--- src/rtl/matrix_stream_loader_if.sv ---
// Stream-in / inverter-out bundle for matrix_stream_loader.
// The slave modport is the loader's view; master is the feeder/inverter side.
interface matrix_stream_loader_if #(
  parameter int DATA_W = 16
);
  logic              start;
  logic [3:0]        order;
  logic              in_valid;
  logic              in_ready;
  logic [DATA_W-1:0] in_data;
  logic              inv_rst;
  logic [3:0]        inv_order;
  logic [DATA_W-1:0] inv_data;
  logic              inv_ready;
  logic              busy;
  logic              done;
  logic              err_order;
  logic              timeout;

  modport slave (
    input  start, order, in_valid, in_data, inv_ready,
    output in_ready, inv_rst, inv_order, inv_data, busy, done, err_order, timeout
  );

  modport master (
    output start, order, in_valid, in_data, inv_ready,
    input  in_ready, inv_rst, inv_order, inv_data, busy, done, err_order, timeout
  );
endinterface

--- src/rtl/matrix_stream_loader.sv ---
// Buffers one order x order matrix from a valid/ready stream, then drives the inverter load sequence.
// Optional WAIT watchdog enabled by defining MATRIX_LOADER_TIMEOUT_EN.
module matrix_stream_loader #(
  parameter int DATA_W         = 16,
  parameter int MAX_ORDER      = 15,
  parameter int ADDR_W         = 8,
  parameter int TIMEOUT_CYCLES = 4096
) (
  input  logic                   clk_i,
  input  logic                   rst_i,   // active low, asynchronous
  matrix_stream_loader_if.slave  ld_if
);
  typedef enum logic [2:0] {S_IDLE, S_FILL, S_RESET, S_PRIME, S_STREAM, S_WAIT} state_t;

  state_t              state_q, state_d;
  logic [3:0]          order_q, order_d;
  logic [ADDR_W-1:0]   k_q, k_d, t_last, rd_addr;
  logic                inv_rst_q, inv_rst_d;
  logic                done_q, done_d, err_q, err_d;
  logic [DATA_W-1:0]   inv_data_q;
  logic                wr_en, rd_en, illegal, wait_expired, tmo;
  logic [DATA_W-1:0]   mem [MAX_ORDER*MAX_ORDER];

  assign t_last  = ADDR_W'({4'd0, order_q} * {4'd0, order_q}) - ADDR_W'(1);
  assign illegal = (ld_if.order == 4'd0) || (32'(ld_if.order) > MAX_ORDER);

`ifdef MATRIX_LOADER_TIMEOUT_EN
  localparam int WC_W = $clog2(TIMEOUT_CYCLES + 1);
  logic [WC_W-1:0] wcnt_q;

  // Held at zero outside WAIT, so it starts from zero on every WAIT entry.
  always_ff @(posedge clk_i or negedge rst_i) begin
    if (!rst_i)                 wcnt_q <= '0;
    else if (state_q != S_WAIT) wcnt_q <= '0;
    else                        wcnt_q <= wcnt_q + WC_W'(1);
  end
  assign wait_expired = (wcnt_q == WC_W'(TIMEOUT_CYCLES - 1));
`else
  assign wait_expired = 1'b0;
`endif

  assign tmo = (state_q == S_WAIT) && !ld_if.inv_ready && wait_expired;

  always_comb begin
    state_d = state_q;
    order_d = order_q;
    k_d     = k_q;
    err_d   = 1'b0;
    done_d  = 1'b0;
    wr_en   = 1'b0;
    rd_en   = 1'b0;
    rd_addr = k_q + ADDR_W'(1);
    unique case (state_q)
      S_IDLE: if (ld_if.start) begin
        if (illegal) err_d = 1'b1;
        else begin
          order_d = ld_if.order;
          k_d     = '0;
          state_d = S_FILL;
        end
      end
      S_FILL: if (ld_if.in_valid) begin
        wr_en = 1'b1;
        if (k_q == t_last) begin
          k_d     = '0;
          state_d = S_RESET;
        end else k_d = k_q + ADDR_W'(1);
      end
      S_RESET: if (k_q == ADDR_W'(1)) begin
        k_d     = '0;
        state_d = S_PRIME;
      end else k_d = k_q + ADDR_W'(1);
      S_PRIME: begin
        rd_en   = 1'b1;
        rd_addr = '0;
        k_d     = '0;
        state_d = S_STREAM;
      end
      // k is the index currently on inv_data; the read for k+1 is issued now.
      S_STREAM: if (k_q == t_last) begin
        k_d     = '0;
        state_d = S_WAIT;
      end else begin
        rd_en = 1'b1;
        k_d   = k_q + ADDR_W'(1);
      end
      S_WAIT: if (ld_if.inv_ready) begin
        done_d  = 1'b1;
        state_d = S_IDLE;
      end else if (wait_expired) state_d = S_IDLE;
      default: state_d = S_IDLE;
    endcase
  end

  assign inv_rst_d = (state_d != S_RESET) && !tmo;

  always_ff @(posedge clk_i or negedge rst_i) begin
    if (!rst_i) begin
      state_q    <= S_IDLE;
      order_q    <= 4'd1;
      k_q        <= '0;
      inv_rst_q  <= 1'b0;
      inv_data_q <= '0;
      done_q     <= 1'b0;
      err_q      <= 1'b0;
    end else begin
      state_q   <= state_d;
      order_q   <= order_d;
      k_q       <= k_d;
      inv_rst_q <= inv_rst_d;
      done_q    <= done_d;
      err_q     <= err_d;
      if (rd_en) inv_data_q <= mem[rd_addr];
    end
  end

  always_ff @(posedge clk_i) begin
    if (wr_en) mem[k_q] <= ld_if.in_data;
  end

  assign ld_if.in_ready  = (state_q == S_FILL);
  assign ld_if.busy      = (state_q != S_IDLE);
  assign ld_if.inv_rst   = inv_rst_q;
  assign ld_if.inv_order = order_q;
  assign ld_if.inv_data  = inv_data_q;
  assign ld_if.done      = done_q;
  assign ld_if.err_order = err_q;
  assign ld_if.timeout   = tmo;
endmodule

--- src/flat_wrapper.sv ---
// flat-port wrapper written by rule: the top's interface ports become plain ports
module matrix_stream_loader_flat 
#(
  parameter int DATA_W         = 16,
  parameter int MAX_ORDER      = 15,
  parameter int ADDR_W         = 8,
  parameter int TIMEOUT_CYCLES = 4096
)
  (clk_i, rst_i, ld_if_start, ld_if_order, ld_if_in_valid, ld_if_in_data, ld_if_inv_ready, ld_if_in_ready, ld_if_inv_rst, ld_if_inv_order, ld_if_inv_data, ld_if_busy, ld_if_done, ld_if_err_order, ld_if_timeout);
  matrix_stream_loader_if #(.DATA_W(DATA_W)) ld_if_i ();
  input  logic clk_i;
  input  logic rst_i;
  input wire logic [$bits(ld_if_i.start)-1:0] ld_if_start;
  input wire logic [$bits(ld_if_i.order)-1:0] ld_if_order;
  input wire logic [$bits(ld_if_i.in_valid)-1:0] ld_if_in_valid;
  input wire logic [$bits(ld_if_i.in_data)-1:0] ld_if_in_data;
  input wire logic [$bits(ld_if_i.inv_ready)-1:0] ld_if_inv_ready;
  output wire logic [$bits(ld_if_i.in_ready)-1:0] ld_if_in_ready;
  output wire logic [$bits(ld_if_i.inv_rst)-1:0] ld_if_inv_rst;
  output wire logic [$bits(ld_if_i.inv_order)-1:0] ld_if_inv_order;
  output wire logic [$bits(ld_if_i.inv_data)-1:0] ld_if_inv_data;
  output wire logic [$bits(ld_if_i.busy)-1:0] ld_if_busy;
  output wire logic [$bits(ld_if_i.done)-1:0] ld_if_done;
  output wire logic [$bits(ld_if_i.err_order)-1:0] ld_if_err_order;
  output wire logic [$bits(ld_if_i.timeout)-1:0] ld_if_timeout;
  assign ld_if_i.start = ld_if_start;
  assign ld_if_i.order = ld_if_order;
  assign ld_if_i.in_valid = ld_if_in_valid;
  assign ld_if_i.in_data = ld_if_in_data;
  assign ld_if_i.inv_ready = ld_if_inv_ready;
  assign ld_if_in_ready = ld_if_i.in_ready;
  assign ld_if_inv_rst = ld_if_i.inv_rst;
  assign ld_if_inv_order = ld_if_i.inv_order;
  assign ld_if_inv_data = ld_if_i.inv_data;
  assign ld_if_busy = ld_if_i.busy;
  assign ld_if_done = ld_if_i.done;
  assign ld_if_err_order = ld_if_i.err_order;
  assign ld_if_timeout = ld_if_i.timeout;
  matrix_stream_loader #(.DATA_W(DATA_W), .MAX_ORDER(MAX_ORDER), .ADDR_W(ADDR_W), .TIMEOUT_CYCLES(TIMEOUT_CYCLES)) u_core (.clk_i(clk_i), .rst_i(rst_i), .ld_if(ld_if_i));
endmodule
--- config.mk ---
export PLATFORM = sky130hd
export DESIGN_NAME = matrix_stream_loader_flat
export DESIGN_NICKNAME = d
export VERILOG_FILES = /design/src/rtl/matrix_stream_loader_if.sv /design/src/rtl/matrix_stream_loader.sv /design/src/flat_wrapper.sv
export SDC_FILE = /design/constraint.sdc
export NUM_CORES = 2
export LEC_CHECK = 0
export BUFFER_PORTS_ARGS = -buffer_cell sky130_fd_sc_hd__buf_4
export CAP_MARGIN = 40
export CELL_PAD_IN_SITES_DETAIL_PLACEMENT = 1
export CELL_PAD_IN_SITES_GLOBAL_PLACEMENT = 1
export CORE_MARGIN = 1.5
export CORE_UTILIZATION = 50
export CTS_CLUSTER_SIZE = 28
export DETAILED_ROUTE_END_ITERATION = 12
export MAX_ROUTING_LAYER = met4
export PLACE_DENSITY = 0.84
export SLEW_MARGIN = 30
export SYNTH_ARGS = -nofsm -noshare
export SYNTH_HDL_FRONTEND = slang
export SYNTH_SLANG_ARGS = --single-unit
--- constraint.sdc ---
create_clock -name clk_i -period 11.5 [get_ports clk_i]
set_input_delay 0.575 -clock clk_i [delete_from_list [all_inputs] [get_ports clk_i]]
set_output_delay 0.575 -clock clk_i [all_outputs]
set_load 0.01 [all_outputs]
==> results.cfg <==
[power_and_ir_drop]
p_leak_nw = 52.8
fin_total_pwr_w = 0.0480
ir_worst_vdd_uv = 513
power_per_cell_area_nw_per_um2 = 295

[route]
wl_um = 598000
postRouteAntennaNets = 0
met2_length_um = 255000
drc = 0
avgViaCountPerCell = 7.56
highest_layer = met4
num_vias = 102165
route.met3.wl_um = 99100
drt_iter0_markers = 20803
drt_pre_antenna_iters = 11
wl_met1_um = 188000
routedWlPerCell_um = 44.2

[timing]
tns_ps = 0
hold_viol_final = 0
fmax_mhz = 151
final-setup-viol-count = 0
max_slew_margin = 0.238
max_slew.worst_pin.slew_ps = 1140
finClkSkew_ps = 101
rsz0062_at_grt = false
fin_crit_sh = 0.575
period_minus_slack_ps = 6610
maxSlewViolCount = 0

[global_routing]
grt_start_max_net_pins = 135
grt_pass1_vias = 101909
grt_pass1_wl_um = 811000
antenna_found_initial = 66
overflow = 0
gr-usage-all-layers = 0.411

[critical_path]
worstPathMaxFanout = 59
worstSetupStartpointType = flop
startpoint = u_core.k_q[0]
r2r-start = u_core.k_q[0]
crit_required_ps = 12340
max_stage_delay_ps = 970
cp_cell_sequence = ha_1 > xor2_4 > buf_4 > buf_4 > buf_4 > mux2i_1 > a221oi_1 > o21ai_0 > nand3_1 > a221oi_1 > or3_1 > a31oi_1
cp-end-kind = flop
worst-setup-path-type = reg2reg
arrival_ps = 7450
cp_top_family = buffers and inverters
cp_slowest_cell = a221oi_1
cp.buffers_inverters = 3
path_common_cell = buf_4

[synthesis]
synth-adder-area-share = 0.00112
synth_area_leaders = edfxtp_1 (75%), mux2i_1 (4.0%), nand2_1 (2.6%), o221ai_1 (1.5%), mux4_2 (1.3%)
synth.area.mux_share = 0.0600
syn_inst = 9078
netlist_area_um2 = 144000
yosys_register_bits = 3634
syn-num-nets = 9115
yosys.area.top_type = edfxtp_1
yosys.area_share.simple = 0.0634
synth_area_per_cell_um2 = 15.8
synth_top_family_by_area = compound AO/OA/AOI/OAI gates
yosysWarnings = 0
yosysTopAreaCellShare = 0.753
synthXorXnorAreaFrac = 0.00129
yosys.cell_types.count = 94
synth_edf_count = 3600
synth_flop_cell = edfxtp_1
synth-compound-area-share = 0.0920
seq_area_frac_synth = 0.759
async_flop_share = 0.00936

[min_path]
hold_class = in2reg
hp-start = ld_if_in_data[9]

[cells_and_area]
synthToLayoutAreaGrowth_pct = 13.5
fillers = 25968
drive_gt1_frac = 0.140
final_core_util = 0.571
layout.nets = 9403

[floorplanning]
die-area_um2 = 290000
initial_core_util = 0.503
placementRows = 196
die_w_um = 539
io_pins = 51
core_um2 = 285000
die_h_um = 539

[clock_network]
cts.clk_slew.worst_paths_ps = 80
cts_root_buffer = clkbuf_16
cts_setup_buffers = 0
numCtsBuffers = 365
cts_sinks = 3634
clock_latency_ps = 1040
cts_max_level = 5
cts_tree = built
clockBufferDepth = 4

[run_status]
status = completed

[job]
maxCapViolations = 0

[placed_design]
numPortBuffers = 49
gp_congestion = 1.01
post-dp-hpwl_um = 335000
-- cell usage after synthesis, types with 54 or more instances --
cell type and number:
nand3_1 297, o21ai_0 265, nand4_1 74, buf_1 54
a211oi_1 133, and3_1 55, clkbuf_1 167, mux2i_1 579
a21oi_1 362, nor3_1 70, mux2_2 83, nor2b_1 54
o22ai_1 256, edfxtp_1 3600, o211ai_1 63, buf_4 102
a32oi_1 60, o221ai_1 246, buf_2 323, nand2_1 1012
a31oi_1 160, nor2_1 376, mux4_2 84
-- power by group --
| group | leakage, nW | switching, W | internal [W] | total (W) |
|---|---|---|---|---|
| sequential | 32.8 | 0.000229 | 0.0147 | 0.0149 |
| combinational | 14.2 | 0.0156 | 0.00508 | 0.0207 |
| clock | 5.80 | 0.00557 | 0.00678 | 0.0124 |
-- flip-flops by register name, summed over array words and instances (netlist names) --
register,cells
u_core.mem,3600
u_core.ld_if.inv_data,16
u_core.k_q,8
u_core.ld_if.inv_order,4
u_core.state_q,3
u_core.ld_if.done,1
u_core.ld_if.err_order,1
u_core.ld_if.inv_rst,1
-- layout by cell type (no fill, tap or decap), types with 84 or more instances in the layout --
master and n:
clkinv_1 89, o221ai_1 246, mux2i_1 579, o21ai_0 257
mux4_2 84, nand2_1 1002, a31oi_1 157, edfxtp_1 3600
nor2_1 362, a21oi_1 359, nand3_1 293, o22ai_1 256
buf_4 463, a211oi_1 131, clkbuf_16 366
-- path summary, 6_finish.rpt --
path                                             endpoint  slack (ps)  cells after the start
worst min register to register   u_core.ld_if.inv_data[3]         670                      2
min in group asynchronous          u_core.ld_if.err_order         170                      2
worst max-delay path            u_core.ld_if.inv_data[13]        4890                     12
worst max register to register  u_core.ld_if.inv_data[13]        4890                     12
worst min-delay path                    u_core.mem[69][9]          80                      1
max in group asynchronous                   u_core.k_q[0]       10690                      2
-- logic make-up (layout without fill, tap and decap cells) --
family                     Yosys count  in the layout
adders and majority gates           13             13
AOI/OAI and AO/OA                 1929           1929
buffers and inverters              669           1258
muxes                              746            746
other                                1             83
xor gates and xnor gates            16             16
DFF                               3634           3634
and+or+nand+nor                   2070           2070
-- routing by layer --
metal  GRT usage  up-vias
li1            -    36763
met1       0.477    50621
met2       0.581    11571
met3       0.161     3210
met4       0.301        0
met5           -        -
-- layout make-up --
cell class                 count  area (um2)  area share
clock buffer                 435        9460      0.0580
antenna                       82         205     0.00126
multi-input combinational   4775       31700       0.195
timing repair buffer         579        5380      0.0330
sequential                  3634      109000       0.668
inverter                      11        48.8    0.000299
tap                         3762        4710      0.0289
clock inverter               233        2490      0.0153
-- through the flow --
step | setup WS (ps) | cell area, um2 | hold slack [ps] | instances
4_1_cts | 5070 | 162000 | 84.4 | 13393
2_1_floorplan | 7380 | 144000 | 279 | 9078
3_5_place_dp | 5150 | 150000 | 623 | 12716
6_report | 4890 | 163000 | 79.6 | 13511
3_3_place_gp | 4880 | 149000 | 626 | 12673
5_1_grt | 5010 | 163000 | 104 | 13499
-- timing repair --
item | 4_1_cts | 5_1_grt
hold buffers | 9 | 0
gates resized for setup | 0 | 0
hold endpoints to repair | 42 | 0
endpoints found under the setup margin | 0 | 0
Note: power is estimated with default switching activity, not from simulation.
